<file path="config.mk">
export PLATFORM = sky130hd
export DESIGN_NAME = bnn_seq_core
export DESIGN_NICKNAME = d
export VERILOG_FILES = /design/src/rtl/bnn_seq_core.sv
export SDC_FILE = /design/constraint.sdc
export NUM_CORES = 1
export LEC_CHECK = 0
export BUFFER_PORTS_ARGS = -buffer_cell sky130_fd_sc_hd__clkbuf_2
export CAP_MARGIN = 40
export CORE_MARGIN = 8
export CORE_UTILIZATION = 65
export DETAILED_ROUTE_END_ITERATION = 8
export PLACE_DENSITY = 0.83
export SLEW_MARGIN = 25
export SYNTH_ARGS = -nofsm -noshare
export SYNTH_HDL_FRONTEND = slang
export SYNTH_SLANG_ARGS = --single-unit
</file>
<file path="constraint.sdc">
create_clock -name clk -period 12.75 [get_ports clk]
set_input_delay 1.9125 -clock clk [delete_from_list [all_inputs] [get_ports clk]]
set_output_delay 1.9125 -clock clk [all_outputs]
set_load 0.02 [all_outputs]
</file>
<file path="src/rtl/bnn_seq_core.sv">
// bnn_seq_core: two-layer binary neural network core. It evaluates one neuron per
// clock against a runtime-loadable configuration image.
// Latency: the input handshake is at edge E and out_valid rises after edge
// E+HID_N+OUT_N. The minimum inference period is HID_N+OUT_N+2 cycles.
// Backpressure: the core holds one inference at a time. in_ready is low from the
// input handshake until the result is taken. out_data is held in DONE until
// out_ready is seen. ena=0 freezes every register.
//
// Ports:
//   clk, rst_n           clock, synchronous active-low reset
//   ena                  global enable. When low, no state changes and in_ready/out_valid are masked.
//   in_data/in_valid/in_ready     input vector handshake
//   out_data/out_valid/out_ready  result vector handshake
//   ld_start, ld_en, ld_data      configuration load port (IDLE only)
//   busy                 high whenever an inference is in progress or awaiting hand-off
//   ld_err               sticky load-error flag. Cleared by ld_start in IDLE or by reset.
//
// Image layout, LSB first: hidden weights (neuron h bit i at h*IN_W+i),
// hidden thresholds, output weights (neuron o bit h), output thresholds.
module bnn_seq_core #(
  parameter int IN_W   = 8,
  parameter int HID_N  = 8,
  parameter int OUT_N  = 4,
  parameter int LOAD_W = 4,
  parameter int THR_W  = $clog2(((IN_W > HID_N) ? IN_W : HID_N) + 1)
) (
  input  logic              clk,
  input  logic              rst_n,
  input  logic              ena,
  input  logic [IN_W-1:0]   in_data,
  input  logic              in_valid,
  output logic              in_ready,
  output logic [OUT_N-1:0]  out_data,
  output logic              out_valid,
  input  logic              out_ready,
  input  logic              ld_start,
  input  logic              ld_en,
  input  logic [LOAD_W-1:0] ld_data,
  output logic              busy,
  output logic              ld_err
);

  // Image field offsets.
  localparam int HW_BITS = HID_N * IN_W;
  localparam int HT_OFF  = HW_BITS;
  localparam int OW_OFF  = HT_OFF + HID_N * THR_W;
  localparam int OT_OFF  = OW_OFF + OUT_N * HID_N;
  localparam int TOTAL   = OT_OFF + OUT_N * THR_W;
  localparam int NBEATS  = (TOTAL + LOAD_W - 1) / LOAD_W;
  localparam int PTR_W   = $clog2(NBEATS + 1);

  localparam int IDX_N   = (HID_N > OUT_N) ? HID_N : OUT_N;
  localparam int IDX_W   = (IDX_N > 1) ? $clog2(IDX_N) : 1;

  // Popcounts are kept at full width, so a count equal to the fan-in is representable.
  localparam int PC1_W   = $clog2(IN_W + 1);
  localparam int PC2_W   = $clog2(HID_N + 1);
  localparam int CMP_A   = (PC1_W > PC2_W) ? PC1_W : PC2_W;
  localparam int CMP_W   = (CMP_A > THR_W) ? CMP_A : THR_W;

  // Reset image: zero weights and mid-scale thresholds.
  function automatic logic [TOTAL-1:0] reset_image();
    logic [TOTAL-1:0] r;
    r = '0;
    for (int h = 0; h < HID_N; h++)
      r[HT_OFF + h*THR_W +: THR_W] = THR_W'(IN_W / 2);
    for (int o = 0; o < OUT_N; o++)
      r[OT_OFF + o*THR_W +: THR_W] = THR_W'(HID_N / 2);
    return r;
  endfunction

  localparam logic [TOTAL-1:0] RST_IMG = reset_image();

  typedef enum logic [1:0] {
    S_IDLE = 2'd0,
    S_L1   = 2'd1,
    S_L2   = 2'd2,
    S_DONE = 2'd3
  } state_t;

  state_t             state;
  logic [TOTAL-1:0]   img;
  logic [PTR_W-1:0]   ptr;
  logic [IDX_W-1:0]   idx;
  logic [IN_W-1:0]    x_reg;
  logic [HID_N-1:0]   hid_reg;
  logic [OUT_N-1:0]   out_acc;
  logic               out_valid_r;

  // Datapath: one hidden neuron and one output neuron, both selected by idx.
  logic [IN_W-1:0]    h_w;
  logic [THR_W-1:0]   h_thr;
  logic [PC1_W-1:0]   h_pc;
  logic               h_fire;
  logic [HID_N-1:0]   o_w;
  logic [THR_W-1:0]   o_thr;
  logic [PC2_W-1:0]   o_pc;
  logic               o_fire;
  logic [OUT_N-1:0]   out_next;
  int                 hsel;
  int                 osel;

  always_comb begin
    // Clamp the selectors so that idx values meant for the other layer never
    // index past the end of the image.
    hsel = (int'(idx) < HID_N) ? int'(idx) : 0;
    osel = (int'(idx) < OUT_N) ? int'(idx) : 0;

    h_w   = img[hsel*IN_W +: IN_W];
    h_thr = img[HT_OFF + hsel*THR_W +: THR_W];
    h_pc  = '0;
    for (int i = 0; i < IN_W; i++)
      h_pc = h_pc + PC1_W'(~(x_reg[i] ^ h_w[i]));
    h_fire = CMP_W'(h_pc) >= CMP_W'(h_thr);

    o_w   = img[OW_OFF + osel*HID_N +: HID_N];
    o_thr = img[OT_OFF + osel*THR_W +: THR_W];
    o_pc  = '0;
    for (int h = 0; h < HID_N; h++)
      o_pc = o_pc + PC2_W'(~(hid_reg[h] ^ o_w[h]));
    o_fire = CMP_W'(o_pc) >= CMP_W'(o_thr);

    // Accumulated outputs, with the neuron evaluated this cycle merged in.
    out_next = out_acc;
    for (int o = 0; o < OUT_N; o++)
      if (idx == IDX_W'(o)) out_next[o] = o_fire;
  end

  always_ff @(posedge clk) begin
    if (!rst_n) begin
      state       <= S_IDLE;
      img         <= RST_IMG;
      ptr         <= '0;
      idx         <= '0;
      x_reg       <= '0;
      hid_reg     <= '0;
      out_acc     <= '0;
      out_data    <= '0;
      out_valid_r <= 1'b0;
      busy        <= 1'b0;
      ld_err      <= 1'b0;
    end else if (ena) begin
      // Load traffic outside IDLE is refused and flagged. This includes ld_start,
      // which therefore cannot clear the flag mid-inference.
      if (state != S_IDLE && (ld_en || ld_start))
        ld_err <= 1'b1;

      case (state)
        S_IDLE: begin
          if (ld_start) begin
            // ld_start takes priority over a beat in the same cycle.
            ptr    <= '0;
            ld_err <= 1'b0;
          end else if (ld_en) begin
            if (ptr == PTR_W'(NBEATS)) begin
              ld_err <= 1'b1;
            end else begin
              // Bits of the last beat that fall past TOTAL have no image bit and are dropped.
              for (int j = 0; j < TOTAL; j++)
                if (j / LOAD_W == int'(ptr))
                  img[j] <= ld_data[j % LOAD_W];
              ptr <= ptr + PTR_W'(1);
            end
          end else if (in_valid) begin
            x_reg <= in_data;
            idx   <= '0;
            busy  <= 1'b1;
            state <= S_L1;
          end
        end

        S_L1: begin
          for (int h = 0; h < HID_N; h++)
            if (idx == IDX_W'(h)) hid_reg[h] <= h_fire;
          if (idx == IDX_W'(HID_N - 1)) begin
            idx   <= '0;
            state <= S_L2;
          end else begin
            idx <= idx + IDX_W'(1);
          end
        end

        S_L2: begin
          out_acc <= out_next;
          if (idx == IDX_W'(OUT_N - 1)) begin
            out_data    <= out_next;
            out_valid_r <= 1'b1;
            idx         <= '0;
            state       <= S_DONE;
          end else begin
            idx <= idx + IDX_W'(1);
          end
        end

        S_DONE: begin
          if (out_ready) begin
            out_valid_r <= 1'b0;
            busy        <= 1'b0;
            state       <= S_IDLE;
          end
        end

        default: state <= S_IDLE;
      endcase
    end
  end

  // busy is registered and tracks state != IDLE, so ~busy means idle.
  // A load request in the same cycle takes precedence over a new input.
  assign in_ready  = rst_n & ena & ~busy & ~ld_en & ~ld_start;
  assign out_valid = out_valid_r & ena;

endmodule

</file>
Word level (Yosys, flattened, before mapping)

Cells that the tools add are included.

Bits of input ports: 19
Output and inout bits: 8
Logic and storage cells: 268
Register bits after elaboration: 182

$lt $le $gt $ge: 3
Bitwise operators: 41
Reductions and logical operators: 62
Shifts and indexed selects: 4
Multiplexer cells: 33
Add/subtract/negate cells: 19
Equal/unequal tests: 53

Operators by type and width:

| operator                                     | count |
|---|---|
| AND reduction 6 bit                          | 37 |
| variable part select 144 x 10 -> 4 bit       | 1 |
| variable part select 144 x 7 -> 8 bit        | 1 |
| variable part select 144 x 9 -> 4 bit        | 1 |
| variable part select 144 x 9 -> 8 bit        | 1 |
| == test 6 bit, first input constant          | 20 |
| inverter 1 -> 4 bit                          | 16 |
| adder 4 bit                                  | 14 |
| == test 5 x 6 -> 1 bit, first input constant | 8 |
| AND reduction 3 bit                          | 9 |
| == test 4 x 6 -> 1 bit, first input constant | 4 |
| 2-to-1 mux 3 bit                             | 6 |
| 2-to-1 mux 6 bit                             | 3 |
| bitwise XOR 1 bit                            | 16 |
| 2-to-1 mux 1 bit                             | 14 |
| inequality test 2 bit, second input constant | 7 |
| == test 3 bit, second input constant         | 4 |
| == test 3 x 6 -> 1 bit, first input constant | 2 |
| 2-to-1 mux 2 bit                             | 6 |
| AND reduction 5 bit                          | 2 |
| adder 8 x 5 -> 9 bit, first input constant   | 1 |
| case mux 3 bit (3 select lines)              | 1 |
| adder 7 x 5 -> 8 bit, first input constant   | 1 |
| adder 7 x 6 -> 8 bit, first input constant   | 1 |
| other kinds (24)                             | 39 |

Depth between registers and ports, before layout

Depth after elaboration: 15
Gate-level depth with buffers: 21
Depth with buffers taken out: 17

Worst setup path after synthesis

No wires, ideal clock.

Path type: reg2reg
From: register idx[0]
To: register hid_reg[0]
Setup slack: 7,845 ps
Buffers on the path: 3
Cell stages (with the launch flop): 18
Arrival time: 4,780 ps
Data required time: 12,625 ps
Period minus slack after synthesis: 4,905 ps
Library setup time: 125 ps
Cell sequence: dfxtp_1 > clkbuf_2 > buf_1 > mux4_2 > mux2i_1 > xor2_1 > fa_1 > inv_1 > fa_1 > fa_1 > inv_1 > ha_1 > fa_1 > ha_1 > a2111oi_0 > or3_1 > clkbuf_1 > a21oi_1

Longest elaborated chain between the ends: 11

Ends and longest elaborated chain:

| what                                  | line | text |
|---|---|---|
| start: declaration                    | 84   | `logic [IDX_W-1:0] idx;` |
| start signal: assignment              | 179  | `idx <= idx + IDX_W'(1);` |
| start signal: assignment              | 191  | `idx <= idx + IDX_W'(1);` |
| variable part select 144 x 7 -> 8 bit | 109  | `h_w = img[hsel*IN_W +: IN_W];` |
| bitwise XOR 1 bit                     | 113  | `h_pc = h_pc + PC1_W'(~(x_reg[i] ^ h_w[i]));` |
| inverter 1 -> 4 bit                   | 113  |  |
| adder 4 bit (7 in a row)              | 113  |  |
| greater-or-equal comparator 4 bit     | 114  | `h_fire = CMP_W'(h_pc) >= CMP_W'(h_thr);` |
| end signal: indexed assignment        | 174  | `if (idx == IDX_W'(h)) hid_reg[h] <= h_fire;` |
| end: declaration                      | 86   | `logic [HID_N-1:0] hid_reg;` |

Several ways; a longest one is shown, not always the timed one.
A chain may end at the register's enable or synchronous reset.

Worst setup path in the final report

From: register idx[2]
To: register hid_reg[4]

Same word-level chain as after synthesis.

==> impl_summary.md <==
Run status
The run finished with clean final reports.

Synth
For this run, asynchronously set or reset flops after synthesis account for 0%. The commonest cells after synthesis are 181 x dfxtp_1, 96 x mux2i_1, 92 x nand3_1, 92 x o21ai_0, 75 x nand2_1. The part of the Yosys area used for sequential elements is 41.0%. The average cell area after synthesis is ~9.5 µm². Of the total synthesized cell area, the portion taken by AND, OR, NAND and NOR gates is 19.8%. The synthesized instance count is ~900. The number of synthesized flops with an enable pin is 0.

Counting flops and latches in the post-synthesis netlist gives 181. The synthesis warning total is 0. Sorting the synthesized cells by area gives the leading types as dfxtp_1 41%, mux2i_1 11%, mux4_2 6.1%, nand3_1 5.2%, o21ai_0 5.2%. The netlist uses 54 different library cells. The share of the synthesized area in the top cell type is approximately two fifths. The most used flip-flop cell after synthesis is dfxtp_1. Yosys instantiated no cell more often than dfxtp_1. Of the total synthesized cell area, the portion taken by XOR and XNOR cells is 1.88%.

The mapped netlist covers 8840 µm². After Yosys synthesis, full adders, half adders and majority gates account for approximately 5.9% of the synthesized area. Summing the areas of all compound-gate instances in the mapped netlist gives 9.35% of the synthesized area. After synthesis, the largest family of logic cells by area is simple AND/OR/NAND/NOR gates. The cell type with the largest total area after synthesis is dfxtp_1.

Synthesis produced a netlist with a net count of 983. The multiplexer fraction of the synthesized cell area is 17.4%.

Timing
The worst-case clock skew is 8.80 ps. The count of pins over their slew limit was 0. The total setup violations reported at the end of the flow is 0. The worst-case hold slack is 465 ps. After routing, the total negative slack on setup checks comes to 0 ps. Setup slack closes at 7280 ps. In this run the tightest slew margin relative to its limit is around 43%. The worst path in the final design needs a cycle of about 5500 ps, including I/O delays and setup. Setup repair after global routing left no endpoint under its margin. At the pin with the least slew margin, the transition time is 856 ps.

The ratio of final minimum period to clock period is 42.9%. The fmax is 183 MHz. The count of final hold-check violations is 0.

Global route
The remaining global-route overflow is 0. The first-pass GRT wire length is 34200 µm. The most used routing layer in global routing is met2.

Entering global routing, the biggest net connects 85 pins. The met1 global-route usage is 30.2%. The global-route track usage on met2 is 39.5%. Global routing consumed, over all layers together, 24.3% of the routing resources. Global routing consumed, on the met3 layer, 5.53% of the routing resources.

The via count of the first global-routing pass is 6600. The initial antenna violation count came to 0.

Worst setup path
In this design, the stage delay of the slowest critical-path cell is 680 ps. The critical register-to-register path endpoint is hid_reg[4]. By startpoint and endpoint, the worst setup path is classified as reg2reg. The worst endpoint data arrival time is 5780 ps. In this design, the critical path's most frequently occurring cell is fa_1. The critical path startpoint category is a flip-flop. The required time of the critical path is about 13000 ps.

In this run the critical register-to-register path is launched from idx[2]. In this run the worst path has a maximum fanout of 16. Walking the worst path, the cells encountered are clkinv_1, mux2i_1, xor2_1, fa_1, inv_1, fa_1, fa_1, inv_1, ha_1, fa_1, ha_1, a2111oi_0, or3_1, a21oi_1. Among cell families on the critical path, the largest total delay comes from adder cells.

Together, buffers and inverters on the worst path number 3. Tracing the worst setup path back leads to its startpoint at idx[2]. The flop-to-flop setup slack is 7280 ps. On the critical path, the stage with the largest delay is an instance of clkinv_1. The worst register-to-register path has a depth of 14. STA classifies the critical path endpoint as a flip-flop.

Floorplanning
The width of the die is around 130 µm. The starting utilization of the core area is 66.8%. In this run the standard cell core region covers approximately 13000 µm².

The floorplan has 42 rows. The floorplan die height is 133 µm. 27 I/O pins were placed.

The die footprint is 17600 µm².

Placement
The placed wire-length estimate after detailed placement is 14000 µm. Including well taps, the total number of placed cells is between 1k and 1.5k. Before CTS, the worst setup slack after placement is 7270 ps. The count of buffers inserted at the top-level ports is 26. The routability congestion estimate from global placement is 0.846. The post-detailed-placement cell area is about 8900 µm².

Final layout
After routing the design area is between 9000 and 10000 µm². After the last flow step, the layout net total stands at 966. In the final layout, the multi-input gates occupy 4800 µm². The number of antenna diodes in the final layout is 0. Compared with the post-synthesis result, the final layout area differs by 9.18%. The sequential cells in the finished layout cover a total of ~3600 µm². The share of cells above drive strength 1 is 11.3%. The register with the most flip-flops in the layout has 144 of them.

Cells fill between 70 and 80% of the core in the end. The fill cell total of the finished layout is ~930. The count of non-filler cells in the finished layout is 1099.

Route
The remaining antenna violation count after routing is 0. The per-cell routed wire length is 19.4 µm. The first routing iteration left slightly below 800 violations. In the routed layout, each cell is associated on average with a via count of 6.28.

The first detailed-routing pass ran for 7 iterations. The post-detailed-route DRC marker count is 0. The total length of routed wires is 21300 µm. For this block, the via count after detailed routing is between 6k and 7k.

Power
The worst-case IR drop observed on VDD is between 0.1 and 0.15 mV. The leakage component of the power is 4.07 nW. The final total power is 1.24 mW. For this design the ratio of total power to cell area is roughly 130 nW/µm².

Clock tree
The number of levels the H-tree was split into is 4. Clock latency on the worst-skew pair, taken at its later pin, is 440 ps. The number of hold buffers added after CTS is 0. The clock transition at the registers of the reported paths is 60 ps.

The clock tree from TritonCTS is done. Clock tree synthesis inserted a total of 17 buffers. The number of clock sinks is between 150 and 200. The cell sitting at the root of the clock tree is a clkbuf_16. The number of gates resized after cts is 0.

The longest clock path from root to sink contains 2 buffers. The number of setup buffers added after CTS is 0.

Hold path
The worst hold path terminates at ld_err. The class of the worst hold path is reg2reg. In this run the most critical hold path is launched from ld_err. The cell count of the worst hold path is 1.

Run
Across the run, the number of max-cap violations was 0.
==> cells in the final DEF (no fill, tap or decap), types with 2 or more instances in the layout <==
master | netlist | layout
clkbuf_2 | 3 | 25
a21oi_1 | 17 | 17
fa_1 | 8 | 8
or3_1 | 5 | 5
clkinv_2 | 0 | 3
o22ai_1 | 2 | 2
or3b_2 | 2 | 2
dfxtp_1 | 181 | 180
nand2_1 | 75 | 75
mux2i_1 | 96 | 96
nand3_1 | 92 | 92
buf_8 | 0 | 2
xnor2_1 | 10 | 10
mux4_2 | 24 | 24
nor3_1 | 2 | 2
xor2_1 | 9 | 9
mux2_2 | 3 | 3
o211ai_1 | 5 | 5
o21ai_0 | 92 | 92
clkbuf_16 | 0 | 17
nand2b_1 | 5 | 5
buf_4 | 2 | 6
clkinvlp_4 | 0 | 2
nor2_1 | 7 | 7
nor2b_1 | 69 | 69
nand4_1 | 24 | 24
ha_1 | 29 | 29
and3_1 | 10 | 10
nor4bb_1 | 3 | 3
bufinv_16 | 0 | 6
a211oi_1 | 11 | 11
a31oi_1 | 12 | 12
a21o_1 | 2 | 2
and2_1 | 17 | 17
a2111oi_0 | 2 | 2
inv_1 | 22 | 22
==> cell families after synthesis <==
family | count (synthesis)
DFF | 181
buffers and inverters | 96
AOI/OAI and AO/OA | 148
adders and majority gates | 37
xor gates and xnor gates | 19
muxes | 123
and+or+nand+nor | 323
==> layout make-up <==
class                           count  area share (%)
Clock buffer                       19            4.59
Clock inverter                     13            2.36
Inverter                           24           0.933
Multi-Input combinational cell    650            49.7
Sequential cell                   181            37.6
Tap cell                          176            2.28
Timing Repair Buffer               36            2.55
==> worst max-delay path by stage <==
stage             endpoint  depth (start not counted)
5_1_grt         hid_reg[2]                         14
3_3_place_gp   out_data[2]                         18
2_1_floorplan   hid_reg[0]                         17
6_report        hid_reg[4]                         14
3_5_place_dp   out_data[1]                         18
4_1_cts        out_data[1]                         18
==> per-layer routing <==
layer	up-vias	routed length [µm]
li1	3249	-
met1	3300	8840
met2	304	10200
met3	46	1730
met4	0	565
met5	-	0
==> power breakdown <==
| group | total [mW] | internal [mW] | switching, mW |
|---|---|---|---|
| clock network | 0.597 | 0.372 | 0.225 |
| registers | 0.569 | 0.567 | 0.00207 |
| logic | 0.0774 | 0.0268 | 0.0505 |
Note: power is estimated with default switching activity, not from simulation.
